==> config.mk <==
export PLATFORM = sky130hd
export DESIGN_NAME = ifu_litebpu
export DESIGN_NICKNAME = d
export VERILOG_FILES = /design/src/rtl/ifu_litebpu_pkg.sv /design/src/rtl/ifu_litebpu_rs1_fsm.sv /design/src/rtl/ifu_litebpu.sv
export SDC_FILE = /design/constraint.sdc
export NUM_CORES = 1
export LEC_CHECK = 0
export CAP_MARGIN = 10
export CORE_ASPECT_RATIO = 1.1
export CORE_MARGIN = 2
export CORE_UTILIZATION = 41
export DETAILED_ROUTE_END_ITERATION = 6
export PLACE_DENSITY = 0.91
export REMOVE_ABC_BUFFERS = 1
export SYNTH_ARGS = -nofsm -noshare
export SYNTH_HDL_FRONTEND = slang
export SYNTH_SLANG_ARGS = --single-unit
==> constraint.sdc <==
create_clock -name clk -period 7.82 [get_ports clk]
set_input_delay 1.173 -clock clk [delete_from_list [all_inputs] [get_ports clk]]
set_output_delay 1.173 -clock clk [all_outputs]
set_load 0.05 [all_outputs]
==> src/rtl/ifu_litebpu_pkg.sv <==
// Shared widths and state encoding for the IFU static branch predictor.
package ifu_litebpu_pkg;

    localparam int BPU_PC_W    = 32;
    localparam int BPU_XLEN    = 32;
    localparam int BPU_RFIDX_W = 5;

    typedef enum logic [1:0] {
        BPU_IDLE     = 2'd0,
        BPU_WAIT_DEP = 2'd1,
        BPU_REQ      = 2'd2,
        BPU_RD       = 2'd3
    } bpu_state_e;

endpackage

==> src/rtl/ifu_litebpu_rs1_fsm.sv <==
// Fetches the JALR rs1 (xn) operand through the shared regfile read port.
// Waits out a pending write to xn, then holds a request until granted; the data is consumed in RD.
module ifu_litebpu_rs1_fsm
    import ifu_litebpu_pkg::*;
(
    input  logic clk,
    input  logic rst,
    input  logic start_i,
    input  logic flush_i,
    input  logic xn_dep_i,
    input  logic gnt_i,
    output logic req_o,
    output logic rd_o,
    output logic wait_o
);

    bpu_state_e state_q, state_d;

    always_ff @(posedge clk) begin
        if (rst) state_q <= BPU_IDLE;
        else     state_q <= state_d;
    end

    always_comb begin
        state_d = state_q;
        req_o   = 1'b0;
        rd_o    = 1'b0;
        wait_o  = 1'b0;
        if (flush_i) begin
            state_d = BPU_IDLE;
        end else begin
            case (state_q)
                BPU_IDLE: begin
                    if (start_i) begin
                        wait_o = 1'b1;
                        if (xn_dep_i) begin
                            state_d = BPU_WAIT_DEP;
                        end else begin
                            req_o   = 1'b1;
                            state_d = gnt_i ? BPU_RD : BPU_REQ;
                        end
                    end
                end
                BPU_WAIT_DEP: begin
                    if (!start_i) begin
                        state_d = BPU_IDLE;
                    end else begin
                        wait_o = 1'b1;
                        if (!xn_dep_i) begin
                            req_o   = 1'b1;
                            state_d = gnt_i ? BPU_RD : BPU_REQ;
                        end
                    end
                end
                BPU_REQ: begin
                    if (!start_i) begin
                        state_d = BPU_IDLE;
                    end else begin
                        wait_o = 1'b1;
                        req_o  = 1'b1;
                        if (gnt_i) state_d = BPU_RD;
                    end
                end
                BPU_RD: begin
                    rd_o    = start_i;
                    state_d = BPU_IDLE;
                end
                default: state_d = BPU_IDLE;
            endcase
        end
    end

endmodule

==> src/rtl/ifu_litebpu.sv <==
// Static BTFN predictor: branches/JAL/JALR x0/x1 resolve combinationally in the decode cycle.
// JALR xn defers to the rs1 FSM; bpu_wait holds the IR until the prediction pulses or a flush.
module ifu_litebpu
    import ifu_litebpu_pkg::*;
#(
    parameter int PC_W    = BPU_PC_W,
    parameter int XLEN    = BPU_XLEN,
    parameter int RFIDX_W = BPU_RFIDX_W
) (
    input  logic               clk,
    input  logic               rst,
    input  logic               dec_valid,
    input  logic [PC_W-1:0]    pc,
    input  logic               dec_bjp,
    input  logic               dec_jal,
    input  logic               dec_jalr,
    input  logic [RFIDX_W-1:0] dec_jalr_rs1idx,
    input  logic [XLEN-1:0]    dec_bjp_imm,
    input  logic               flush_req,
    input  logic               x1_dep,
    input  logic               xn_dep,
    input  logic [XLEN-1:0]    rf_x1,
    input  logic               rf_rs1_gnt,
    input  logic [XLEN-1:0]    rf_rs1_rdata,
    output logic               rf_rs1_req,
    output logic [RFIDX_W-1:0] rf_rs1_idx,
    output logic               prdt_valid,
    output logic               prdt_taken,
    output logic [PC_W-1:0]    prdt_pc,
    output logic               bpu_wait
);

    localparam int AW = (PC_W > XLEN) ? PC_W : XLEN;

    logic          kill, active;
    logic          jalr_x0, jalr_x1, jalr_xn;
    logic          fsm_rd, fsm_wait;
    logic [AW-1:0] base_w, target_w;

    // Reset behaves like a flush so no prediction or request escapes while it is held.
    assign kill    = flush_req | rst;
    assign active  = dec_valid & ~kill;
    assign jalr_x0 = dec_jalr & (dec_jalr_rs1idx == RFIDX_W'(0));
    assign jalr_x1 = dec_jalr & (dec_jalr_rs1idx == RFIDX_W'(1));
    assign jalr_xn = dec_jalr & ~jalr_x0 & ~jalr_x1;

    ifu_litebpu_rs1_fsm u_rs1_fsm (
        .clk      (clk),
        .rst      (rst),
        .start_i  (active & jalr_xn),
        .flush_i  (kill),
        .xn_dep_i (xn_dep),
        .gnt_i    (rf_rs1_gnt),
        .req_o    (rf_rs1_req),
        .rd_o     (fsm_rd),
        .wait_o   (fsm_wait)
    );

    assign rf_rs1_idx = rf_rs1_req ? dec_jalr_rs1idx : '0;

    always_comb begin
        base_w = AW'(pc);
        if (jalr_x0)      base_w = '0;
        else if (jalr_x1) base_w = AW'(rf_x1);
        else if (jalr_xn) base_w = AW'(rf_rs1_rdata);
    end

    assign target_w = base_w + AW'($signed(dec_bjp_imm));

    always_comb begin
        prdt_valid = active & (~dec_jalr | jalr_x0 | (jalr_x1 & ~x1_dep) | (jalr_xn & fsm_rd));
        prdt_taken = prdt_valid & (dec_bjp ? dec_bjp_imm[XLEN-1] : (dec_jal | dec_jalr));
        prdt_pc    = prdt_taken ? target_w[PC_W-1:0] : '0;
        bpu_wait   = active & ((jalr_x1 & x1_dep) | fsm_wait);
    end

endmodule
# After elaboration in Yosys (flattened, before gate mapping)
# Cells that the tools add are included.
# totals
reg_bits,2
latchBits,0
ram_bits,0
romBits,0
in_bits,143
output_inout_bits,41
wordCells,61
mem_count,0
# op_classes
addsub,1
n_mul,0
n_div,0
n_lt_le_gt_ge,0
n_eq_ne,7
shift,0
mux,23
n_bitwise,23
reduce_logical,6
# ops
operator,count
32-bit two-way mux,4
32-bit adder,1
1-bit bitwise AND,12
2-bit two-way mux,6
1-bit two-way mux,10
2-bit one-hot mux with 4 select lines,1
3-bit inequality test (second input constant),2
1-bit bitwise OR,6
5-bit by 1-bit == test with 1-bit output (second input constant),1
5-bit logical NOT,1
5-bit two-way mux,1
1-bit inverter,5
2-bit == test (second input constant),2
2-bit OR reduction,2
3-bit AND reduction,1
3-bit OR reduction,1
2-bit by 1-bit == test with 1-bit output (second input constant),1
2-bit logical NOT,1
2-bit by 1-bit inequality test with 1-bit output (second input constant),1
1-bit one-hot mux with 2 select lines,1

# Depth between registers and ports, before layout
# logic_depth
ltp_word,13
mapped_depth,16
depth_no_buf,14

# Modules after synthesis
# From an unflattened synthesis, not the netlist that was laid out.
# hier_totals
hier_cells,486
hier_area_um2,2891.5
# modules_own_cells
mod,instances,cells_each,area_each_um2,seq_area_each_um2
ifu_litebpu,1,474,2777.7,0.0
ifu_litebpu_rs1_fsm,1,12,113.9,40.0

# Worst setup path before layout
# OpenSTA, ideal clock, no wires.
# synth_path
kind,in2out
start,input dec_jalr_rs1idx[1]
end,output prdt_pc[30]
t_arrival_ps,4994
slack_ps,1653
path_stages,15
cell_sequence,nor4_1 clkbuf_1 nand3_1 a31oi_1 ha_1 inv_1 fa_1 nand2b_1 a21oi_2 o31ai_4 a2111oi_4 o31a_1 o31ai_2 o41a_1 mux2i_1
# synth_via
elab_chain_len,13
word_cells_on_any_way,23
classes_between,1 x add/sub; 1 x eq/ne; 6 x mux; 14 x bitwise; 1 x reduce/logical
# synth_rtl
element,line,text
start: declaration,ifu_litebpu.sv:17,"input logic [RFIDX_W-1:0] dec_jalr_rs1idx,"
"parallel branches: the longest is 12 deep, another holds 32-bit adder",n/a,
32-bit two-way mux *,ifu_litebpu.sv:73,prdt_pc = prdt_taken ? target_w[PC_W-1:0] : '0;
end: declaration,ifu_litebpu.sv:29,"output logic [PC_W-1:0] prdt_pc,"
# Every way passes the cells marked *.

# Worst setup path in the final report
# Ends and elaborated chain as after synthesis.

==> summary.md <==
| Metric | Value |
|---|---|
| Fill count | 557 |
| Die width | 83.73 µm |
| Antenna Cells | 0 |
| # hold bufs at CTS | 0 |
| Setup repair after global routing missed its margin | no |
| Largest net degree at the start of global routing | 36 |
| Clock-pin transition on the worst setup and hold timing paths | 0.03 ns |
| Synth top cells by count | 82 x nor2_1, 53 x nand2_1, 43 x nand3_1 |
| HP Class | register to register |
| GRT Total Usage | 27.74% |
| Core Area | 6671 µm² |
| Final hold violations | 0 |
| Post-Syn Area | 2866 µm² |
| Post-Route WL | 11.29 mm |
| Hold_ws | 0.5401 ns |
| CTS Buffer Depth | 2 |
| Iter 0 DRT Violations | 241 |
| I/O pin count | 184 |
| Final slew viol count | 0 |
| Nets@finish | 804 |
| Flop-to-flop setup slack | 7.06 ns |
| Minimum clock period | 6.940 ns |
| Vias in the first global route | 3,925 |
| Post-CTS Resized | 0 |
| Leakage | 1.927 nW |
| Detailed-route vias per instance | 5.853 |
| Power consumption | 391.7 µW |
| Slew headroom | 55.51% |
| Largest regs | u_rs1_fsm.state_q: 2 flops |
| Rows | 31 |
| Htree depth | 1 |
| Layout cells sized above 1 | 3.987% |
| Power Dens Cells | 82.55 nW/µm² |
| Final Setup Violations | 0 |
| Sequential element share of the synthesized area | 1.397% |
| Fin util | 71.12% |
| Max-Cap Viols | 0 |
| Slew @ Worst Pin | 0.6674 ns |
| Hold path depth | 1 |
| Crit path DAT | 5.77 ns |
| Largest cells by area after synthesis | ha_1 14%, nor2_1 11%, a31oi_1 8.7% |
| Yosys warnings | 0 |
| Crit path max fanout | 21 |
| Critical R2R Launch | u_rs1_fsm.state_q[1] |
| DR WL/cell | 15.93 µm |
| Area Growth Syn to Fin | 65.52% |
| Hold Path End | u_rs1_fsm.state_q[1] |
| Synth area leader | ha_1 |
| Reg2reg end | u_rs1_fsm.state_q[0] |
| Fmax | 144.1 MHz |
| Outcome | finished, final reports clean |
| Die Span Y | 91.70 µm |
| FF-to-FF path depth | 2 |
| Top-area cell type share of the netlist area | 13.53% |
| Mapped Cells | 463 |
| Mean area per synthesized cell | 6.191 µm² |
| ANT nets after route | 0 |
| Via count | 4,150 |
| Fin worst setup slack | 0.8802 ns |
| Peak VDD IR | 0.1259 mV |
| CTS Buf Count | 3 |
| First-pass iteration count of the detailed router | 5 |
| Worst Setup SP | dec_jalr_rs1idx[1] |
| Placed Cells | 706 |
| Critical path launch point type | input pin |
| Cell variety after synth | 53 |
| EDFF count, synth | 0 |
| Post-CTS Setup Inserts | 0 |
| Final worst-path cycle share | 88.74% |
| Worst skew pair latency | 0.21 ns |
| DRC errors left | 0 |
| Buffers on Ports | 183 |
| Fin Clk Skew | 0.006495 ns |
| Hold_sp | u_rs1_fsm.state_q[0] |
| Final Instance Count excl. Fillers | 709 |
| Initial Utilization | 42.97% |
| Detail Placement HPWL | 9.218 mm |
| Kind of critical path | input pin to output pin |
| Post-synth ARST share | 0% |
| GPL Wtd Cong | 0.8878 |
| Max FFs per register | 2 |
| Synth Register Bits | 2 |
| CTS tree | built |
| CTS sink cnt | 2 |
| Crit path required time | 6.65 ns |
| Synth Flop Type | dfxtp_1 |
| First-pass GRT wire length | 18.11 mm |
| Gr ovfl total | 0 |
| Worst slack, placed | 0.9550 ns |
| Worst Setup End Kind | output pin |
| Largest Register | u_rs1_fsm.state_q |
| Die area | 7677 µm² |
| Count leader, synth | nor2_1 |
| Clock Root Buffer | clkbuf_8 |
| Initial antenna violation count | 0 |
## final cells by class
cell class | count | area, µm² | area share [%]
inverters | 14 | 52.55 | 1.108
well taps | 82 | 102.6 | 2.162
repair buffers | 188 | 1864 | 39.29
multi-input cells | 420 | 2644 | 55.72
flip-flops and latches | 2 | 40.04 | 0.8439
clock buffers | 3 | 41.29 | 0.8703
## placed cells by master (no fill, tap or decap), types with 5 or more instances in the layout
| cell | instances |
|---|---|
| nand3_1 | 43 |
| xnor2_1 | 11 |
| a211oi_1 | 5 |
| a31oi_1 | 40 |
| clkdlybuf4s50_1 | 182 |
| and3_1 | 7 |
| o21ai_0 | 18 |
| nor2_1 | 82 |
| a21o_1 | 17 |
| and2_1 | 7 |
| xor2_1 | 16 |
| ha_1 | 31 |
| a21oi_1 | 31 |
| buf_4 | 5 |
| nand2b_1 | 5 |
| nand2_1 | 53 |
| inv_1 | 13 |
## worst max-delay path, cell delays in order
cell,delay [ns]
clkdlybuf4s50_1,0.46
nor4_2,0.35
buf_4,0.31
nand3_1,0.12
a31oi_1,0.21
ha_1,0.18
inv_1,0.05
fa_1,0.39
nand2b_1,0.19
a21oi_2,0.20
o31ai_4,0.12
a2111oi_4,0.34
o31a_1,0.22
o31ai_2,0.10
o41a_1,0.33
mux2i_1,0.17
clkdlybuf4s50_1,0.85
## metal layers
metal  routed length, µm  vias to the layer above  global-route usage [%]
met1                4518                     1923                   32.75
met4                 195                        0                   5.780
met2                5796                      197                   52.60
met3                 783                       20                   4.140
met5                   0                        -                       0
li1                    -                     2010                       -
## stage by stage
stage | TNS, ns | cell area (µm²)
after floorplan | -0.05936 | 2730
after global placement | 0 | 4703
after detailed placement | 0 | 4703
after CTS | 0 | 4745
after global routing | 0 | 4745
final | 0 | 4745
## kinds of logic after synthesis
family	count (synthesis)	share of synthesized area, %
flops	2	1.397
buf+inv	41	6.591
mux	2	0.6984
fa+ha+maj	32	14.23
compound gates	142	34.61
xor+xnor	27	8.249
simple gates	217	34.22
## power by group
part           switching [mW]  internal [mW]
Sequential           0.000285         0.0105
Combinational           0.177          0.163
Clock                 0.00885         0.0326
Total                   0.186          0.206
## worst max-delay path by stage
stage,to,cells past startpoint
after floorplan,prdt_pc[30],14
after global placement,prdt_pc[30],17
after detailed placement,prdt_pc[30],17
after CTS,prdt_pc[30],17
after global routing,prdt_pc[30],17
final,prdt_pc[30],17
No activity file was read; power rests on OpenSTA's default activity.
